File: config.mk
export PLATFORM = sky130hd
export DESIGN_NAME = video_timing_gen
export DESIGN_NICKNAME = d
export VERILOG_FILES = /design/src/rtl/video_timing_gen.sv
export SDC_FILE = /design/constraint.sdc
export NUM_CORES = 1
export LEC_CHECK = 0
export ABC_CLOCK_PERIOD_IN_PS = 6200
export CORE_UTILIZATION = 41
export CTS_CLUSTER_SIZE = 24
export DETAILED_ROUTE_END_ITERATION = 10
export PLACE_DENSITY = 0.71
export SYNTH_ARGS = -nofsm -noshare
export SYNTH_HDL_FRONTEND = slang
export SYNTH_SLANG_ARGS = --single-unit
File: constraint.sdc
create_clock -name CLK -period 6.2 [get_ports CLK]
set_clock_uncertainty 0.15 [all_clocks]
set_input_delay 1.24 -clock CLK [delete_from_list [all_inputs] [get_ports CLK]]
set_output_delay 1.24 -clock CLK [all_outputs]
set_load 0.03 [all_outputs]
File: src/rtl/video_timing_gen.sv
`default_nettype none
// ============================================================================
// Module  : video_timing_gen
// Purpose : Raster timing generator. Walks a (PIXEL_X, LINE_Y) position over
//           an H_TOTAL x V_TOTAL frame and presents registered sync/blank
//           strobes, character-cell coordinates and line/frame start pulses,
//           all describing the same position with zero relative skew.
// Ports   : CLK           - clock, rising edge
//           RST           - asynchronous active-low reset
//           CE            - pixel enable; position advances only when high
//           SCAN_EN       - low parks the generator at the origin
//           HSYNC/VSYNC   - syncs, active level HS_POL/VS_POL
//           BLANK         - composite blanking
//           PIXEL_X/LINE_Y- current position
//           SUBCHAR_PIXEL/SUBCHAR_LINE - position within a character cell
//           CHAR_COLUMN/CHAR_LINE      - character cell coordinates
//           LINE_START/FRAME_START     - one-CLK pulses on line/frame origin
// Revision: 1.0 - initial release
// ============================================================================
module video_timing_gen #(
  parameter int H_ACTIVE = 800,
  parameter int H_FP     = 40,
  parameter int H_SYNC   = 128,
  parameter int H_BP     = 88,
  parameter int V_ACTIVE = 600,
  parameter int V_FP     = 1,
  parameter int V_SYNC   = 4,
  parameter int V_BP     = 23,
  parameter int HS_POL   = 1,
  parameter int VS_POL   = 1,
  parameter int CHAR_W   = 8,
  parameter int CHAR_H   = 8,
  parameter int HW       = 11,
  parameter int VW       = 10,
  parameter int CW       = 7
) (
  input  logic          CLK,
  input  logic          RST,
  input  logic          CE,
  input  logic          SCAN_EN,
  output logic          HSYNC,
  output logic          VSYNC,
  output logic          BLANK,
  output logic [HW-1:0] PIXEL_X,
  output logic [VW-1:0] LINE_Y,
  output logic [2:0]    SUBCHAR_PIXEL,
  output logic [2:0]    SUBCHAR_LINE,
  output logic [CW-1:0] CHAR_COLUMN,
  output logic [CW-1:0] CHAR_LINE,
  output logic          LINE_START,
  output logic          FRAME_START
);

  localparam int H_TOTAL = H_ACTIVE + H_FP + H_SYNC + H_BP;
  localparam int V_TOTAL = V_ACTIVE + V_FP + V_SYNC + V_BP;

  localparam logic [HW-1:0] H_LAST  = HW'(H_TOTAL - 1);
  localparam logic [VW-1:0] V_LAST  = VW'(V_TOTAL - 1);
  localparam logic [2:0]    CW_LAST = 3'(CHAR_W - 1);
  localparam logic [2:0]    CH_LAST = 3'(CHAR_H - 1);

  // Decode boundaries kept at 32 bits so a sync ending exactly at 2^HW
  // does not truncate to zero.
  localparam logic [31:0] H_ACT_END = 32'(H_ACTIVE);
  localparam logic [31:0] HS_START  = 32'(H_ACTIVE + H_FP);
  localparam logic [31:0] HS_END    = 32'(H_ACTIVE + H_FP + H_SYNC);
  localparam logic [31:0] V_ACT_END = 32'(V_ACTIVE);
  localparam logic [31:0] VS_START  = 32'(V_ACTIVE + V_FP);
  localparam logic [31:0] VS_END    = 32'(V_ACTIVE + V_FP + V_SYNC);

  localparam logic HS_ON = 1'(HS_POL);
  localparam logic VS_ON = 1'(VS_POL);

  // run_q distinguishes the parked origin (after reset / SCAN_EN low) from
  // a live (0,0): the first enabled edge out of park presents (0,0) with
  // pulses instead of advancing to (1,0).
  logic          run_q,    run_d;
  logic [HW-1:0] px_q,     px_d;
  logic [VW-1:0] ly_q,     ly_d;
  logic [2:0]    sub_px_q, sub_px_d;
  logic [2:0]    sub_ln_q, sub_ln_d;
  logic [CW-1:0] col_q,    col_d;
  logic [CW-1:0] row_q,    row_d;
  logic          hs_q,     hs_d;
  logic          vs_q,     vs_d;
  logic          blank_q,  blank_d;
  logic          ls_q,     ls_d;
  logic          fs_q,     fs_d;

  logic h_wrap, v_wrap, sub_px_wrap, sub_ln_wrap;

  assign h_wrap      = (px_q == H_LAST);
  assign v_wrap      = (ly_q == V_LAST);
  assign sub_px_wrap = (sub_px_q == CW_LAST);
  assign sub_ln_wrap = (sub_ln_q == CH_LAST);

  always_comb begin
    run_d    = run_q;
    px_d     = px_q;
    ly_d     = ly_q;
    sub_px_d = sub_px_q;
    sub_ln_d = sub_ln_q;
    col_d    = col_q;
    row_d    = row_q;
    hs_d     = hs_q;
    vs_d     = vs_q;
    blank_d  = blank_q;
    // Pulses last a single CLK regardless of CE.
    ls_d     = 1'b0;
    fs_d     = 1'b0;

    if (CE) begin
      if (!SCAN_EN) begin
        run_d    = 1'b0;
        px_d     = '0;
        ly_d     = '0;
        sub_px_d = '0;
        sub_ln_d = '0;
        col_d    = '0;
        row_d    = '0;
      end else if (!run_q) begin
        run_d    = 1'b1;
        px_d     = '0;
        ly_d     = '0;
        sub_px_d = '0;
        sub_ln_d = '0;
        col_d    = '0;
        row_d    = '0;
        ls_d     = 1'b1;
        fs_d     = 1'b1;
      end else if (h_wrap) begin
        px_d     = '0;
        sub_px_d = '0;
        col_d    = '0;
        ls_d     = 1'b1;
        if (v_wrap) begin
          ly_d     = '0;
          sub_ln_d = '0;
          row_d    = '0;
          fs_d     = 1'b1;
        end else begin
          ly_d = ly_q + VW'(1);
          if (sub_ln_wrap) begin
            sub_ln_d = '0;
            row_d    = row_q + CW'(1);
          end else begin
            sub_ln_d = sub_ln_q + 3'd1;
          end
        end
      end else begin
        px_d = px_q + HW'(1);
        if (sub_px_wrap) begin
          sub_px_d = '0;
          col_d    = col_q + CW'(1);
        end else begin
          sub_px_d = sub_px_q + 3'd1;
        end
      end

      // Strobes are decoded from the next position so they register in
      // the same edge as the counters they describe.
      if (run_d) begin
        hs_d    = ((32'(px_d) >= HS_START) && (32'(px_d) < HS_END)) ? HS_ON : ~HS_ON;
        vs_d    = ((32'(ly_d) >= VS_START) && (32'(ly_d) < VS_END)) ? VS_ON : ~VS_ON;
        blank_d = (32'(px_d) >= H_ACT_END) || (32'(ly_d) >= V_ACT_END);
      end else begin
        hs_d    = ~HS_ON;
        vs_d    = ~VS_ON;
        blank_d = 1'b1;
      end
    end
  end

  always_ff @(posedge CLK or negedge RST) begin
    if (!RST) begin
      run_q    <= 1'b0;
      px_q     <= '0;
      ly_q     <= '0;
      sub_px_q <= '0;
      sub_ln_q <= '0;
      col_q    <= '0;
      row_q    <= '0;
      hs_q     <= ~HS_ON;
      vs_q     <= ~VS_ON;
      blank_q  <= 1'b1;
      ls_q     <= 1'b0;
      fs_q     <= 1'b0;
    end else begin
      run_q    <= run_d;
      px_q     <= px_d;
      ly_q     <= ly_d;
      sub_px_q <= sub_px_d;
      sub_ln_q <= sub_ln_d;
      col_q    <= col_d;
      row_q    <= row_d;
      hs_q     <= hs_d;
      vs_q     <= vs_d;
      blank_q  <= blank_d;
      ls_q     <= ls_d;
      fs_q     <= fs_d;
    end
  end

  assign HSYNC         = hs_q;
  assign VSYNC         = vs_q;
  assign BLANK         = blank_q;
  assign PIXEL_X       = px_q;
  assign LINE_Y        = ly_q;
  assign SUBCHAR_PIXEL = sub_px_q;
  assign SUBCHAR_LINE  = sub_ln_q;
  assign CHAR_COLUMN   = col_q;
  assign CHAR_LINE     = row_q;
  assign LINE_START    = ls_q;
  assign FRAME_START   = fs_q;

endmodule
`default_nettype wire

* After elaboration in Yosys (flattened, before gate mapping)
Index checks and enable logic that the tools add are counted.
** Storage, ports and cells
- Output and inout bits :: 46
- Bits of input ports :: 4
- Register bits after elaboration :: 47
- Logic and storage cells :: 80
** Cells by class
- Add/subtract/negate cells :: 6
- Equality and inequality tests :: 7
- Reductions and logical operators :: 6
- Mux-type cells :: 43
- $lt $le $gt $ge :: 6
** Operators with widths (count)
- $mux W7 :: 9
- $mux W10 :: 5
- $mux W11 :: 4
- $mux W3 :: 9
- $ge A11 B10 Y1 const B :: 2
- $ge A10 B10 Y1 const B :: 2
- $mux W1 :: 16
- $add A7 B1 Y7 const B :: 2
- $add A11 B1 Y11 const B :: 1
- $eq A11 B11 Y1 const B :: 1
- $lt A11 B10 Y1 const B :: 1
- $add A10 B1 Y10 const B :: 1
- $eq A10 B10 Y1 const B :: 1
- $lt A10 B10 Y1 const B :: 1
- $ne A4 B2 Y1 const B :: 2
- $add A3 B1 Y3 const B :: 2
- $eq A3 B3 Y1 const B :: 2
- $reduce_and A2 Y1 :: 2
- $ne A3 B2 Y1 const B :: 1
- $reduce_and A3 Y1 :: 1
- $logic_and A1 B1 Y1 :: 2
- $logic_or A1 B1 Y1 :: 1

* Logic depth before layout (Yosys ltp)
- Depth after elaboration :: 10
- Depth in mapped cells :: 10
- Mapped depth without buffers :: 8

* Worst setup path after synthesis
Ideal clock, no wire load.
- Path kind :: input -> register
- Start :: input port CE
- End :: register row_q[5], in the netlist CHAR_LINE[5]
- Cell stages on the path :: 7
- Data required time :: 5922 ps
- Setup time :: 128 ps
- Buffers on the path :: 1
- Data arrival time :: 2570 ps
- Path slack :: 3352 ps
- Cell sequence :: clkbuf_1 > clkinv_1 > nor2_1 > nand2_1 > nor3_1 > xnor2_1 > nor2_1
** On the way
- Word-level cells in the longest chain between the ends :: 1
** Ends and longest elaborated chain
- start: declaration :: RTL line 39 : input logic CE,
- $reduce_and A3 Y1 (no line)
- end signal: assignment :: RTL line 195 : row_q <= row_d;
- end: declaration :: RTL line 83 : logic [CW-1:0] row_q, row_d;
Every way passes these cells.
A chain may end at the register's enable or synchronous reset.

* Worst setup path in the final report
Same ends and word-level chain as after synthesis.

==> results by group <==
STA
  – Slew Viols, Final: 0
  – Post-route clock period utilization: 0.521
  – Max Clk Rate: 310 MHz
  – Final worst path period need: between 3000 and 4000 ps
  – Post-route setup slack: between 2000 and 3000 ps
  – Final setup fails: 0
  – Least-Margin Pin Slew: between 1000 and 1500 ps
  – Hold Fails Final Rpt: 0
  – Rel. slew slack: 0.307
  – Hold WS: 356 ps
  – Unrepaired setup endpoints after global routing: false
  – Setup_tns: 0 ps

Power
  – Worst vdd ir: 0.0000995 V
  – Switching power: roughly 160 uW
  – Logic pwr share: 0.108
  – Power Density: 180 nW/um^2
  – Sequential Power Share: 0.510
  – Clock power frac: 0.382
  – Sw frac: 0.254
  – LEAKAGE: around 0.0014 uW
  – Pint: approximately 470 uW

Route
  – DR iter-0 viols: 119
  – DRC Markers: 0
  – Final WL: 6710 microns
  – Vias: 2,528
  – Drt wl/cell: between 15 and 20 microns
  – Number of antenna-violating nets in the routed design: 0
  – Vias per inst: between 5 and 6
  – TritonRoute pass-1 iters: 4

Floorplan
  – Overall die height: 85.2 microns
  – Cell row count: 29
  – Chip Width: 85.2 microns
  – Initial Util: 0.437
  – I/O pin cnt: 50
  – Full die area: 7250 sq um
  – Total core area: between 6000 and 7000 sq um

Global routing
  – Grt ovf: 0
  – Vias in the first global route: ~2,400
  – Total GRT Usage: 0.196
  – Initial antenna violation count: 0
  – Largest net degree at the start of global routing: 48
  – First-pass GRT wire length: ~11,000 microns

Hold path
  – Hold Crit Class: flip-flop to flip-flop

Yosys
  – Mapped Cells: 325
  – Yosys top cell area share: 0.406
  – Post-synth EDFFs: 0
  – Yosys warning total: 0
  – Syn avg cell area: between 8 and 9 sq um
  – Async set-reset flop share out of synthesis: 1.00
  – Synth area leader: dfrtp_1
  – Post-Syn Area: 2840 sq um
  – Yosys reg bits: between 40 and 50
  – Syn_nets: between 300 and 400
  – Post-synth top flop: dfrtp_1
  – Synth cell types: a little over 60
  – Sequential area share after synthesis: 0.415
  – Leading post-synthesis cells by cell area: dfrtp_1 41%, nand2_1 7.4%, o21ai_0 5.8%

Clock tree
  – Inserted Clock Buffers: 5
  – Post-CTS Setup Bufs: 0
  – CTS tree: yes
  – Worst skew pair latency: approximately 300 ps
  – TritonCTS Sinks: 47
  – Clk buf depth: 2
  – CTS root buf: clkbuf_8
  – CTS Hold Bufs: 0
  – H-tree depth: 2
  – CTS resizes: 0
  – Clock slew at reported path FFs: about 90 ps

Placed design
  – Post-place setup slack: between 2000 and 3000 ps
  – Dpl hpwl: 4860 microns
  – Cell count after placement: 437
  – IO Port Bufs: ~50
  – Gp weighted congestion: approximately 0.85

Cells and area
  – Finished Core Util: 0.535
  – Fillers: about 600
  – Final #Nets: roughly 380
  – # diodes: 0
  – Non-filler instance count after layout: approximately 450
  – Synthesis-to-layout area growth: 22.5%
  – Most common cell after layout, fill and taps aside: nand2_1
  – Share of layout cells above drive strength 1: 0.0734
  – Commonest cells after routing, fill and taps aside: 56 x nand2_1, 48 x clkdlybuf4s50_1, 46 x dfrtp_1

Run
  – # Max-Cap Violations: 0

Run status
  – Outcome: completed

Setup path
  – Type of origin of the critical path: input pin
  – Worst path bufs/invs: 3
  – Worst EP required: 6240 ps
  – CP max FO: 28
  – CP arrival: approximately 3300 ps
  – CP delay by family, top: simple AND/OR/NAND/NOR gates
  – Most frequent CP cell: nor2_1
  – CP Capture Type: flip-flop
  – Setup CP Type: input pin to flip-flop
  – Worst path cell trace: clkdlybuf4s50_1, buf_4, clkinv_1, nor2_1, nand2_1, nor3_1, xnor2_1, nor2_1
  – CP max-delay cell: clkdlybuf4s50_1
  – Worst path max stage delay: roughly 450 ps
## cell families after synthesis
family                   after synthesis  synth area share
AND/OR/NAND/NOR                      142             0.251
AO/OA/AOI/OAI                         80             0.182
flip-flops                            47             0.415
buffers and inverters                 25            0.0415
XOR/XNOR                              18            0.0556
adder cells (fa/ha/maj)                8            0.0353
multiplexers                           5            0.0194
## stage by stage
step	cell area (sq um)	total power, uW
global route	3470	656
floorplan	2840	362
detailed placement	3350	393
CTS	3470	636
global placement	3350	392
finish	3470	627
## sequential cells by signal, indices dropped and copies added, names as in the netlist
name,flops
LINE_START,1
CHAR_COLUMN,7
SUBCHAR_PIXEL,3
LINE_Y,10
SUBCHAR_LINE,3
BLANK,1
VSYNC,1
PIXEL_X,11
run_q,1
CHAR_LINE,7
FRAME_START,1
HSYNC,1
## layer usage
layer,global-route usage,vias up,share of wire
met5,0,-,0
met4,0.0524,0,0.011
met3,0.0321,7,0.043
met2,0.313,60,0.45
met1,0.276,1207,0.49
li1,-,1254,-
## path summary, 6_finish.rpt
path                                   startpoint                         end  slack, ps  cells past startpoint
setup / recovery                               CE    CHAR_LINE[5]$_DFFE_PN0P_       2970                      8
max in group asynchronous                     RST           VSYNC$_DFFE_PN0P_       4290                      1
hold reg to reg                 VSYNC$_DFFE_PN0P_           VSYNC$_DFFE_PN0P_        360                      1
setup reg to reg           PIXEL_X[0]$_DFFE_PN0P_           VSYNC$_DFFE_PN0P_       3230                      8
min in group asynchronous                     RST  CHAR_COLUMN[2]$_DFFE_PN0P_        960                      1
hold / removal                  VSYNC$_DFFE_PN0P_           VSYNC$_DFFE_PN0P_        360                      1
## power groups by stage
stage / registers, uW / clock network (uW) / logic, uW
6_report: 320 / 240 / 67.5
3_3_place_gp: 325 / 0 / 66.3
5_1_grt: 321 / 261 / 73.8
2_1_floorplan: 336 / 0 / 26.2
3_5_place_dp: 326 / 0 / 67.5
4_1_cts: 320 / 248 / 68.0
## layout make-up
type | count | area [sq um] | share of cell area
clock buffer | 6 | 82.6 | 0.0238
sequential | 47 | 1180 | 0.339
timing repair buffer | 52 | 508 | 0.146
tap | 77 | 96.3 | 0.0277
inverter | 8 | 30.0 | 0.00864
multi-input combinational | 253 | 1540 | 0.444
clock inverter | 2 | 38.8 | 0.0112
## synthesized netlist by cell type, drive strengths merged (2+ instances only)
| cell | instances |
|---|---|
| a2111oi | 2 |
| a21oi | 15 |
| a31oi | 2 |
| and2 | 2 |
| and3 | 4 |
| buf | 5 |
| clkbuf | 12 |
| dfrtp | 46 |
| ha | 8 |
| inv | 7 |
| mux2 | 4 |
| nand2 | 56 |
| nand3 | 14 |
| nand4 | 9 |
| nor2 | 25 |
| nor3 | 10 |
| nor4 | 2 |
| nor4b | 2 |
| o21ai | 34 |
| o2bb2ai | 6 |
| o31ai | 6 |
| o41ai | 2 |
| or3 | 8 |
| or4 | 2 |
| xnor2 | 10 |
| xor2 | 8 |
Note: power is estimated with default switching activity, not from simulation.
